===== src/rtl/ro_pkg.sv =====
// Shared types and default sizes for the gated event counter.
package ro_pkg;

  localparam int RO_WIDTH  = 16;
  localparam int RO_GATE_W = 16;

  typedef enum logic [1:0] {
    S_IDLE = 2'd0,
    S_GATE = 2'd1,
    S_HOLD = 2'd2
  } ro_state_t;

endpackage


===== src/rtl/ro_sat_counter.sv =====
// Saturating event accumulator: counts up on inc, sticks at all-ones.
module ro_sat_counter #(
  parameter int WIDTH = 16
) (
  input  logic             clk,
  input  logic             rst_n,
  input  logic             clr,
  input  logic             inc,
  output logic [WIDTH-1:0] count,
  output logic             sat
);

  assign sat = &count;

  // Clear has priority over increment; increment is blocked at saturation.
  always_ff @(posedge clk) begin
    if (!rst_n)           count <= '0;
    else if (clr)         count <= '0;
    else if (inc && !sat) count <= count + WIDTH'(1);
  end

endmodule


===== src/rtl/ro_gated_counter.sv =====
// Gated event counter: counts evt strobes over a gate_len-cycle window and
// holds the result until the consumer takes it.
module ro_gated_counter
  import ro_pkg::*;
#(
  parameter int WIDTH  = RO_WIDTH,
  parameter int GATE_W = RO_GATE_W
) (
  input  logic              clk,
  input  logic              rst_n,
  input  logic              start,
  input  logic [GATE_W-1:0] gate_len,
  input  logic              evt,
  input  logic              abort,
  output logic [WIDTH-1:0]  count,
  output logic              count_valid,
  input  logic              count_ready,
  output logic              busy,
  output logic              overflow
);

  ro_state_t         state, state_n;
  logic [GATE_W-1:0] gate_cnt, gate_cnt_n;
  logic              accept;
  logic              acc_clr, acc_inc, acc_sat;

  // Accumulator is cleared on a new measurement or on abort; it only
  // counts while the gate is open.
  assign acc_clr = accept | abort;
  assign acc_inc = (state == S_GATE) & evt & ~abort;

  ro_sat_counter #(.WIDTH(WIDTH)) u_acc (
    .clk   (clk),
    .rst_n (rst_n),
    .clr   (acc_clr),
    .inc   (acc_inc),
    .count (count),
    .sat   (acc_sat)
  );

  // State and remaining-gate-cycle registers.
  always_ff @(posedge clk) begin
    if (!rst_n) begin
      state    <= S_IDLE;
      gate_cnt <= '0;
    end else begin
      state    <= state_n;
      gate_cnt <= gate_cnt_n;
    end
  end

  // Next-state: gate_cnt counts down remaining sampled cycles, so the
  // largest gate_len never wraps. Abort overrides everything.
  always_comb begin
    state_n    = state;
    gate_cnt_n = gate_cnt;
    accept     = 1'b0;
    case (state)
      S_IDLE: begin
        if (start) begin
          accept     = 1'b1;
          gate_cnt_n = gate_len;
          state_n    = (gate_len != '0) ? S_GATE : S_HOLD;
        end
      end
      S_GATE: begin
        gate_cnt_n = gate_cnt - GATE_W'(1);
        if (gate_cnt == GATE_W'(1)) state_n = S_HOLD;
      end
      S_HOLD: begin
        if (count_ready) state_n = S_IDLE;
      end
      default: state_n = S_IDLE;
    endcase
    if (abort) begin
      state_n    = S_IDLE;
      gate_cnt_n = '0;
      accept     = 1'b0;
    end
  end

  // Registered status outputs, decoded from the next state so they line
  // up with the state register.
  always_ff @(posedge clk) begin
    if (!rst_n) begin
      count_valid <= 1'b0;
      busy        <= 1'b0;
    end else begin
      count_valid <= (state_n == S_HOLD);
      busy        <= (state_n != S_IDLE);
    end
  end

  // Sticky overflow: set when an increment is swallowed by saturation.
  always_ff @(posedge clk) begin
    if (!rst_n)                  overflow <= 1'b0;
    else if (acc_clr)            overflow <= 1'b0;
    else if (acc_inc && acc_sat) overflow <= 1'b1;
  end

endmodule


===== config.mk =====
export PLATFORM = sky130hd
export DESIGN_NAME = ro_gated_counter
export DESIGN_NICKNAME = d
export VERILOG_FILES = /design/src/rtl/ro_pkg.sv /design/src/rtl/ro_sat_counter.sv /design/src/rtl/ro_gated_counter.sv
export SDC_FILE = /design/constraint.sdc
export NUM_CORES = 1
export LEC_CHECK = 0
export ABC_AREA = 1
export CAP_MARGIN = 20
export CORE_MARGIN = 3
export CORE_UTILIZATION = 30
export CTS_CLUSTER_DIAMETER = 40
export DETAILED_ROUTE_END_ITERATION = 8
export SLEW_MARGIN = 20
export SYNTH_ARGS = -nofsm -noshare
export SYNTH_HDL_FRONTEND = slang
export SYNTH_SLANG_ARGS = --single-unit
export TNS_END_PERCENT = 1

===== constraint.sdc =====
create_clock -name clk -period 3.8 [get_ports clk]
set_clock_uncertainty 0.05 [all_clocks]
set_input_delay 0.57 -clock clk [delete_from_list [all_inputs] [get_ports clk]]
set_output_delay 0.57 -clock clk [all_outputs]
set_load 0.05 [all_outputs]

==> metrics <==
status finished, final reports clean; Unique masters post-synth 29; most common cell in the netlist nand2_1; syn avg cell area 6.14 sq um; VDD IR max 0.000108 V; initial antenna violation count 0; effective utilization at floorplan a little under a third; largest family of logic cells by synthesized area simple AND/OR/NAND/NOR gates; Pwr Density roughly 290 mW/mm^2; number of synthesized flops with an enable pin 0; CTS max path bufs 2; Async S/R FF share, synth 0%; largest net degree at the start of global routing 19; number of nets in the layout 430; Most used DFF post-synth dfxtp_1; first-iteration detailed-routing DRC count roughly 220; crit share post-route 58.4%; Worst EP required about 3200 ps; vias per cell ~4.7; cell family with most CP delay buffers and inverters; CP Max Fanout 6; Synth area leader dfxtp_1; Final setup violation count 0; fraction of layout cells with a size suffix above 1 under 10%; WL per Instance roughly 12 microns; Highest Clock Rate 451 MHz; clk sinks 37; Period minus WS final between 2000 and 2500 ps; first-pass GRT wire length 9.80 mm; cell area after synthesis between 0.002 and 0.0025 sq mm; WHS about 430 ps; Design Area, Final between 0.002 and 0.003 sq mm; Setup Crit Path Kind flip-flop to primary output; Routed Antenna Nets 0; overall power ~0.82 mW; Skew-Pair Late Insertion Delay around 290 ps; post-synthesis sequential area ratio 33.0%; mux contribution to synthesized area 0%; routed vias 2,367; GRT overflow 0; adder-cell share of the synthesized area about 1.7%; dominant cells by area after synthesis dfxtp_1 33%, nand2_1 19%, nor2_1 9.4%; Crit path largest cell delay 850 ps; Resized cells post-CTS 0; hold violation total from the final report 0; Post-Place Cell Area about 0.0027 sq mm; area share of the largest cell type after synthesis around 33%; Hold-fix buffers, CTS 0; Post-Synth Simple-Gate Area roughly two fifths; final WL a little under 6 mm; Slowest cell on crit path clkdlybuf4s50_1; die height around 92 microns; RSZ-0062 raised after global routing no; Min-Delay Path Class flip-flop to flip-flop; DP Cell Count roughly 490; Synth Register Bits 37; GPL Wtd Cong about 0.9; Die Area approximately 0.0085 sq mm; Tightest Pin Transition approximately 660 ps; CTS buffer count 5; root buf cell clkbuf_8; CTS HTree Levels 2; crit path buf inv count 1; nature of the critical path startpoint flip-flop; Static Leak between 1 and 1.5 nW; Site Rows 30; PortBufs 40; Warnings, synthesis 0; relative slew slack 55.9%; CTS tree yes; Critical Path AT around 1600 ps; post-CTS setup buffer count 0; Core Region approximately 0.0070 sq mm; Max-Cap Viols 0; Top Ports between 40 and 50; CTS clk-pin slew, worst paths ~80 ps; CP cell instances clkdlybuf4s50_1; Post-synth top cells 114 x nand2_1, 56 x nor2_1, 40 x inv_1, 37 x dfxtp_1, 31 x a21oi_1; Syn Inst Count around 370; Crit. End Element primary output; vias in the first global route between 2,000 and 2,500; antenna cells 0; Die W ~92 microns; DPL Wire Length around 4.3 mm; Pre-Repair DR Iteration Count 5; post-route DRC violation count 0; max-slew violations 0; gr usage total between 10% and 20%; setup_tns 0 ps; synth-to-layout area growth 25.0%; Post-Layout Cell Count about 500; Synth Area in Compound Gates approximately an eighth; xor-xnor portion of the synthesized cell area under 10%; Syn Nets 390
## power by group
group | total, mW | leakage (nW) | internal [mW] | switching, mW
clock network | 0.283 | 0.0443 | 0.144 | 0.139
registers | 0.405 | 0.300 | 0.396 | 0.00816
logic | 0.131 | 0.715 | 0.0511 | 0.0799
## flip-flops by register name, indices dropped and copies added, names as in the netlist
signal,count
gate_cnt,16
state,2
busy,1
u_acc.count,16
count_valid,1
overflow,1
## metal layers
layer	vias to the layer above	wire (microns)	GRT usage, %
met3	10	360	2.44
met1	1039	2830	19.9
met4	0	86	5.57
met2	76	2490	20.8
met5	-	0	0
li1	1242	-	-
## worst reg2reg max path: cells and delay by family, from the launching register on
family | cells | cell delay (ps)
flops | 1 | 360
simple gates | 4 | 790
buf+inv | 2 | 520
## path summary, 6_finish.rpt
kind | from | to | slack, ps | cells after the start
min reg2reg | overflow$_SDFFE_PP0P_ | overflow$_SDFFE_PP0P_ | 430 | 2
max | u_acc.count[4]$_SDFFE_PP0P_ | count[4] | 1580 | 1
min | overflow$_SDFFE_PP0P_ | overflow$_SDFFE_PP0P_ | 430 | 2
max reg2reg | state[1]$_SDFF_PN0_ | overflow$_SDFFE_PP0P_ | 1960 | 6
## logic make-up after synthesis
group,count (synthesis)
simple gates,219
compound gates,50
buf+inv,50
flops,37
xor+xnor,6
fa+ha+maj,3
## layout make-up
cell class              count  area [sq um]
flip-flops and latches     37           741
well taps                  96           120
inverters                  42           158
clock buffers               7          86.3
multi-input cells         278          1290
repair buffers             41           408
fillers                   785          4220
## layout by cell type, fill, tap and decap left out, types with 6 or more instances in the layout
master,count
dfxtp_1,37
inv_1,40
nand2_1,114
clkdlybuf4s50_1,40
nand4_1,8
nor2_1,56
clkbuf_8,6
a21oi_1,31
o21ai_0,12
nand3_1,29
## metrics by stage
stage | setup WS [ps] | util [%]
floorplan | 1850 | -
CTS | 1580 | 39.9
finish | 1580 | 39.9
global route | 1510 | 39.9
detailed placement | 1360 | 38.7
global placement | 1370 | 38.7
Note: power is estimated with default switching activity, not from simulation.
